File: config.mk
export PLATFORM = sky130hd
export DESIGN_NAME = program_loader_flat
export DESIGN_NICKNAME = d
export VERILOG_FILES = /design/src/rtl/program_loader_pkg.sv /design/src/rtl/program_loader_if.sv /design/src/rtl/load_addr_counter.sv /design/src/rtl/program_loader.sv /design/src/flat_wrapper.sv
export SDC_FILE = /design/constraint.sdc
export NUM_CORES = 1
export LEC_CHECK = 0
export ABC_CLOCK_PERIOD_IN_PS = 1500
export CORE_MARGIN = 2
export CORE_UTILIZATION = 29
export DETAILED_ROUTE_END_ITERATION = 6
export PLACE_DENSITY = 0.66
export SYNTH_ARGS = -nofsm -noshare
export SYNTH_HDL_FRONTEND = slang
export SYNTH_SLANG_ARGS = --single-unit
File: constraint.sdc
create_clock -name clk -period 1.5 [get_ports clk]
set_clock_uncertainty 0.1 [all_clocks]
set_input_delay 0.15 -clock clk [delete_from_list [all_inputs] [get_ports clk]]
set_output_delay 0.15 -clock clk [all_outputs]
set_load 0.02 [all_outputs]
File: src/rtl/program_loader_pkg.sv
// Shared definitions for the program loader: FSM state encoding and the
// checksum width. The optional trailer checksum is enabled by the
// PROG_LOADER_CHECKSUM_EN macro.
package program_loader_pkg;

  // Trailer checksum is a running XOR of instruction words.
  localparam int unsigned CHK_WIDTH = 8;

  localparam logic [2:0] ST_IDLE  = 3'd0;
  localparam logic [2:0] ST_LOAD  = 3'd1;
  localparam logic [2:0] ST_CHECK = 3'd2;
  localparam logic [2:0] ST_RUN   = 3'd3;
  localparam logic [2:0] ST_ERR   = 3'd4;

  typedef enum logic [2:0] {
    S_IDLE  = ST_IDLE,
    S_LOAD  = ST_LOAD,
    S_CHECK = ST_CHECK,
    S_RUN   = ST_RUN,
    S_ERR   = ST_ERR
  } state_e;

endpackage

File: src/rtl/program_loader_if.sv
// Host stream, instruction-RAM write port and CPU release signals of the
// program loader. The host/bench drives the master side, the loader the slave.
interface program_loader_if #(
  parameter int unsigned BIT_WIDTH  = 4,
  parameter int unsigned INST_WIDTH = 8
) ();

  logic                  start;
  logic [BIT_WIDTH:0]    prog_len;
  logic [INST_WIDTH-1:0] in_data;
  logic                  in_valid;
  logic                  in_ready;
  logic [BIT_WIDTH-1:0]  mem_addr;
  logic [INST_WIDTH-1:0] mem_data;
  logic                  mem_we;
  logic                  cpu_rst;
  logic                  done;
  logic                  err;

  modport master (
    output start, prog_len, in_data, in_valid,
    input  in_ready, mem_addr, mem_data, mem_we, cpu_rst, done, err
  );

  modport slave (
    input  start, prog_len, in_data, in_valid,
    output in_ready, mem_addr, mem_data, mem_we, cpu_rst, done, err
  );

endinterface

File: src/rtl/load_addr_counter.sv
// Write-address counter for the program loader. Counts accepted words and
// flags when the next increment reaches the latched program length.
module load_addr_counter #(
  parameter int unsigned BIT_WIDTH = 4
) (
  input  logic                 clk,
  input  logic                 rst,
  input  logic                 clr_i,
  input  logic                 inc_i,
  input  logic [BIT_WIDTH:0]   len_i,
  output logic [BIT_WIDTH-1:0] addr_o,
  output logic                 tc_o
);

  // One extra bit so a full-depth program count does not wrap to zero.
  logic [BIT_WIDTH:0] count_q, count_d;

  // Next count: clear wins over increment.
  always_comb begin
    count_d = count_q;
    if (clr_i)      count_d = '0;
    else if (inc_i) count_d = count_q + 1'b1;
  end

  // Count register with synchronous active-low reset.
  always_ff @(posedge clk) begin
    if (!rst) count_q <= '0;
    else      count_q <= count_d;
  end

  assign addr_o = count_q[BIT_WIDTH-1:0];
  assign tc_o   = ((count_q + 1'b1) == len_i);

endmodule

File: src/rtl/program_loader.sv
// Program loader: streams host words into instruction RAM, holding the CPU
// in reset until the program is complete. Optional trailer checksum is
// enabled with the PROG_LOADER_CHECKSUM_EN macro (default: disabled).
module program_loader
  import program_loader_pkg::*;
#(
  parameter int unsigned BIT_WIDTH  = 4,
  parameter int unsigned INST_WIDTH = 8
) (
  input  logic           clk,
  input  logic           rst,
  program_loader_if.slave bus
);

  localparam logic [BIT_WIDTH:0] DEPTH = {1'b1, {BIT_WIDTH{1'b0}}};

`ifdef PROG_LOADER_CHECKSUM_EN
  localparam state_e S_AFTER_LOAD = S_CHECK;
`else
  localparam state_e S_AFTER_LOAD = S_RUN;
`endif

  state_e                state_q, state_d;
  logic [BIT_WIDTH:0]    len_q, len_d;
  logic [BIT_WIDTH-1:0]  cnt_addr;
  logic                  cnt_clr, cnt_inc, cnt_tc;
  logic                  accept;
  logic                  in_ready_q, in_ready_d;
  logic                  run_q, run_d;
  logic                  mem_we_q;
  logic [BIT_WIDTH-1:0]  mem_addr_q;
  logic [INST_WIDTH-1:0] mem_data_q;

  // in_ready is a pure registered state decode, so the handshake never
  // depends combinationally on in_valid.
  assign accept = bus.in_valid & in_ready_q;
  assign len_d  = (bus.prog_len > DEPTH) ? DEPTH : bus.prog_len;

  load_addr_counter #(.BIT_WIDTH(BIT_WIDTH)) u_cnt (
    .clk    (clk),
    .rst    (rst),
    .clr_i  (cnt_clr),
    .inc_i  (cnt_inc),
    .len_i  (len_q),
    .addr_o (cnt_addr),
    .tc_o   (cnt_tc)
  );

  // FSM state register.
  always_ff @(posedge clk) begin
    // NOTE: state is updated with non-blocking assignments so every register
    // samples pre-edge values regardless of block evaluation order.
    if (!rst) state_q <= S_IDLE;
    else      state_q <= state_d;
  end

`ifdef PROG_LOADER_CHECKSUM_EN
  logic [CHK_WIDTH-1:0] chk_q;
  logic                 err_q;
`endif

  // Next-state logic and counter control.
  always_comb begin
    // NOTE: every output of this block gets a default first; a path that
    // leaves one unassigned would infer a latch.
    state_d = state_q;
    cnt_clr = 1'b0;
    cnt_inc = 1'b0;
    case (state_q)
      S_LOAD: begin
        if (accept) begin
          cnt_inc = 1'b1;
          if (cnt_tc) state_d = S_AFTER_LOAD;
        end
      end
`ifdef PROG_LOADER_CHECKSUM_EN
      S_CHECK: begin
        if (accept) state_d = (bus.in_data == chk_q) ? S_RUN : S_ERR;
      end
`endif
      default: begin
        // IDLE, RUN and ERR all (re)start a load on start.
        if (bus.start) begin
          cnt_clr = 1'b1;
          state_d = (len_d == '0) ? S_AFTER_LOAD : S_LOAD;
        end
      end
    endcase
  end

  // Registered output decode of the next state.
  always_comb begin
    in_ready_d = (state_d == S_LOAD) || (state_d == S_CHECK);
    run_d      = (state_d == S_RUN);
  end

  // Output registers, write port pipeline and length latch.
  always_ff @(posedge clk) begin
    if (!rst) begin
      in_ready_q <= 1'b0;
      run_q      <= 1'b0;
      mem_we_q   <= 1'b0;
      mem_addr_q <= '0;
      mem_data_q <= '0;
      len_q      <= '0;
    end else begin
      in_ready_q <= in_ready_d;
      run_q      <= run_d;
      mem_we_q   <= cnt_inc;
      if (cnt_inc) begin
        mem_addr_q <= cnt_addr;
        mem_data_q <= bus.in_data;
      end
      if (cnt_clr) len_q <= len_d;
    end
  end

`ifdef PROG_LOADER_CHECKSUM_EN
  // Running XOR of loaded words and the registered error flag.
  always_ff @(posedge clk) begin
    if (!rst) begin
      chk_q <= '0;
      err_q <= 1'b0;
    end else begin
      err_q <= (state_d == S_ERR);
      if (cnt_clr)      chk_q <= '0;
      else if (cnt_inc) chk_q <= chk_q ^ bus.in_data;
    end
  end

  assign bus.err = err_q;
`else
  assign bus.err = 1'b0;
`endif

  assign bus.in_ready = in_ready_q;
  assign bus.mem_we   = mem_we_q;
  assign bus.mem_addr = mem_addr_q;
  assign bus.mem_data = mem_data_q;
  assign bus.cpu_rst  = run_q;
  assign bus.done     = run_q;

endmodule

File: src/flat_wrapper.sv
// flat-port wrapper written by rule: the top's interface ports become plain ports
module program_loader_flat import program_loader_pkg::*;
#(
  parameter int unsigned BIT_WIDTH  = 4,
  parameter int unsigned INST_WIDTH = 8
)
  (clk, rst, bus_start, bus_prog_len, bus_in_data, bus_in_valid, bus_in_ready, bus_mem_addr, bus_mem_data, bus_mem_we, bus_cpu_rst, bus_done, bus_err);
  program_loader_if #(.BIT_WIDTH(BIT_WIDTH), .INST_WIDTH(INST_WIDTH)) bus_i ();
  input  logic clk;
  input  logic rst;
  input wire logic [$bits(bus_i.start)-1:0] bus_start;
  input wire logic [$bits(bus_i.prog_len)-1:0] bus_prog_len;
  input wire logic [$bits(bus_i.in_data)-1:0] bus_in_data;
  input wire logic [$bits(bus_i.in_valid)-1:0] bus_in_valid;
  output wire logic [$bits(bus_i.in_ready)-1:0] bus_in_ready;
  output wire logic [$bits(bus_i.mem_addr)-1:0] bus_mem_addr;
  output wire logic [$bits(bus_i.mem_data)-1:0] bus_mem_data;
  output wire logic [$bits(bus_i.mem_we)-1:0] bus_mem_we;
  output wire logic [$bits(bus_i.cpu_rst)-1:0] bus_cpu_rst;
  output wire logic [$bits(bus_i.done)-1:0] bus_done;
  output wire logic [$bits(bus_i.err)-1:0] bus_err;
  assign bus_i.start = bus_start;
  assign bus_i.prog_len = bus_prog_len;
  assign bus_i.in_data = bus_in_data;
  assign bus_i.in_valid = bus_in_valid;
  assign bus_in_ready = bus_i.in_ready;
  assign bus_mem_addr = bus_i.mem_addr;
  assign bus_mem_data = bus_i.mem_data;
  assign bus_mem_we = bus_i.mem_we;
  assign bus_cpu_rst = bus_i.cpu_rst;
  assign bus_done = bus_i.done;
  assign bus_err = bus_i.err;
  program_loader #(.BIT_WIDTH(BIT_WIDTH), .INST_WIDTH(INST_WIDTH)) u_core (.clk(clk), .rst(rst), .bus(bus_i));
endmodule
==> impl_metrics.csv <==
group,metric,value,unit
synth,syn-cell-area,1180,µm²
detailed_routing,drc_errors,0,
job,maxCapViolCount,0,
detailed_routing,ant_nets,0,
floorplan,initial_utilization,29.8,%
synth,synth_edf_count,0,
detailed_routing,routed_wirelength,2680,µm
global_routing,grtUsageTotal,12.6,%
setup_path,start_kind,"flip-flop",
detailed_routing,viasPerCell,4.56,
synth,post_synth.cell_area_avg,8.91,µm²
synth,ys_async_sr_fraction,0,%
global_routing,grt_max_degree,19,
worst_hold_path,hp-class,"in2reg",
pwr,cellPowerDensity,833,nW/µm²
synth,seq_area_frac_synth,47.3,%
global_routing,grt_pass1_wl,4330,µm
timing,fin_ws,-0.182,ns
clocking,htreeDepth,1,
synth,yosysTopAreaCell,"dfxtp_1",
detailed_routing,wire_per_inst,11.5,µm
detailed_routing,vias,1059,
synth,ys_seq_elements,28,
floorplan,core_area,3970,µm²
setup_path,slowest_stage,"dfxtp_2",
clocking,cts-buffers-inserted,3,
placed_design,place_congestion,0.801,
pwr,leakagePower,0.938,nW
setup_path,crit_fanout,3,
pwr,ir_worst_vdd,0.373,mV
synth,syn_nets,151,
finish,syn2layout_area_growth,59.2,%
placed_design,dp_hpwl,1910,µm
timing,max_freq,595,MHz
placed_design,postPlaceCellArea,1680,µm²
placed_design,pre_cts_ws,-0.454,ns
status,violations,"setup timing",
timing,final_hold_viol_count,0,
floorplan,dieWidth,67.9,µm
setup_path,worstPathRequired,1.58,ns
setup_path,cp-end-kind,"flip-flop",
worst_hold_path,hold_depth,3,
finish,fin_area,1890,µm²
finish,antenna_cells,0,
clocking,cts-root-buf,"clkbuf_8",
setup_path,crit_arrival,1.76,ns
floorplan,num_rows,23,
floorplan,dieArea,4610,µm²
finish,drive_above_1_share,25.3,%
clocking,clk_pin_slew_worst_paths,0.09,ns
synth,ys_types,37,
timing,report.final.slew_viol_count,0,
timing,tns,-0.383,ns
setup_path,crit_chain,"ha_4 > xor2_2 > nor4_4 > a211oi_2 > a211o_1",
timing,rsz0062_at_grt,"true",
global_routing,grt-ovfl-total,0,
finish,nets,201,
timing,finalCritPeriodShare,112,%
floorplan,die_h,67.9,µm
clocking,numClockSinks,28,
setup_path,worstRegToRegCells,5,
timing,final-setup-viol-count,4,
detailed_routing,drt_first_iter_violations,36,
setup_path,path_class,"reg2reg",
placed_design,io_buffers,32,
floorplan,ioPinCount,34,
setup_path,slowest_delay,0.35,ns
timing,hold_slack,0.307,ns
detailed_routing,firstDrtPassIters,4,
synth,synth-main-ff-cell,"dfxtp_1",
global_routing,grt_pass1_vias,960,
clocking,clockBufferDepth,2,
global_routing,antenna_found_initial,0,
finish,n_fill_cell,402,
timing,layout_min_cycle_time,1.68,ns
synth,synth-warning-count,0,
synth,synth.area.top_cells,"dfxtp_1 47%, nand2_1 9.5%, a21oi_1 6.3%, xnor2_1 3.0%, xor2_1 3.0%",
synth,syn_inst,133,
synth,synth_top_cell_area_share,47.3,%
clocking,clk_latency,0.28,ns
clocking,tritoncts,"done",
status,outcome,"finished, violations left",
finish,fin_util,47.5,%
[cells in the mapped netlist, types with 2 or more instances]
| master | n |
|---|---|
| inv_1 | 2 |
| or3_1 | 2 |
| clkbuf_1 | 2 |
| buf_4 | 2 |
| a21oi_1 | 15 |
| nor2_1 | 7 |
| a211oi_1 | 2 |
| a22o_1 | 3 |
| o21ai_0 | 3 |
| dfxtp_1 | 28 |
| buf_2 | 2 |
| and2_1 | 2 |
| xnor2_1 | 4 |
| and3_1 | 2 |
| nand2_1 | 30 |
| xor2_1 | 4 |
| nand3_1 | 2 |
| nand2b_1 | 2 |
[cells in the final DEF, fill, tap and decap left out, drive strengths merged, types with 2 or more instances in the layout]
master         count
and2               2
nor2               7
buf               20
and3               2
clkdlybuf4s50     16
nand2b             2
xnor2              4
nand3              3
dlygate4sd2        3
dfxtp             28
o21ai              3
nor4               2
clkbuf             3
a21oi             15
or3                2
inv                2
dlymetal6s2s      13
a211oi             2
nand2             30
xor2               4
a22o               3
[where the power goes]
part | internal [mW] | switching [mW] | leakage [nW]
logic | 0.111 | 0.0914 | 0.673
clock network | 0.358 | 0.241 | 0.0357
registers | 0.759 | 0.0123 | 0.230
[registers in the layout (all words and copies together) (netlist names)]
signal / count
u_core.bus.mem_data: 8
u_core.len_q: 5
u_core.u_cnt.count_q: 5
u_core.bus.mem_addr: 4
u_core.state_q: 3
u_core.bus.cpu_rst: 1
u_core.bus.in_ready: 1
u_core.bus.mem_we: 1
[final cells by class]
type                    instances  area, µm²  share of cell area, %
well taps                      50       62.6                   3.32
flip-flops and latches         28        569                   30.2
repair buffers                 52        515                   27.3
clock buffers                   3       41.3                   2.19
clock inverters                 1       30.0                   1.59
inverters                       3       11.3                  0.597
multi-input cells              95        657                   34.8
[timing repair]
action,CTS,global route
pin swaps,1,8
setup buffers,0,4
gates resized for setup,5,30
setup endpoints to repair,10,27
hold endpoints to repair,0,0
hold buffers,0,0
[critical path: cells and delay by family, from the launching register on]
kind	cells	cell delay, ns
DFF	1	0.35
AOI/OAI and AO/OA	2	0.38
xor gates and xnor gates	1	0.15
adders and majority gates	1	0.25
and+or+nand+nor	1	0.35
[path summary, 6_finish.rpt]
check / startpoint / end / slack, ns
min: bus_in_data[7] / u_core.bus.mem_data[7]$_SDFFE_PN0P_ / 0.31
max: u_core.u_cnt.count_q[1]$_SDFFE_PP0P_ / u_core.bus.in_ready$_SDFF_PN0_ / -0.18
max reg2reg: u_core.u_cnt.count_q[1]$_SDFFE_PP0P_ / u_core.bus.in_ready$_SDFF_PN0_ / -0.18
min reg2reg: u_core.bus.mem_addr[3]$_SDFFE_PN0P_ / u_core.bus.mem_addr[3]$_SDFFE_PN0P_ / 0.36
[logic make-up after synthesis]
kind of cell / count (synthesis) / share of synthesized area, %
fa+ha+maj: 1 / 1.06
simple gates: 55 / 24.6
flops: 28 / 47.3
other cells: 1 / 0.316
mux: 1 / 0.845
buf+inv: 10 / 4.12
compound gates: 29 / 15.8
xor+xnor: 8 / 5.91
[layer usage]
| layer | share of wire [%] | up-vias | global-route usage (%) | routed length [µm] |
|---|---|---|---|---|
| li1 | - | 545 | - | - |
| met1 | 45 | 489 | 16.3 | 1210 |
| met2 | 48 | 20 | 19.4 | 1290 |
| met3 | 4.7 | 5 | 2.63 | 126 |
| met4 | 1.9 | 0 | 7.25 | 50 |
| met5 | 0 | - | 0 | 0 |
[metrics by stage]
step                      std cells  power [mW]
final                           232        1.57
after global routing            232        1.64
after CTS                       229        1.58
after detailed placement        225       0.976
after global placement          225       0.975
after floorplan                 133       0.875
Power figures use the tool's default switching activity.
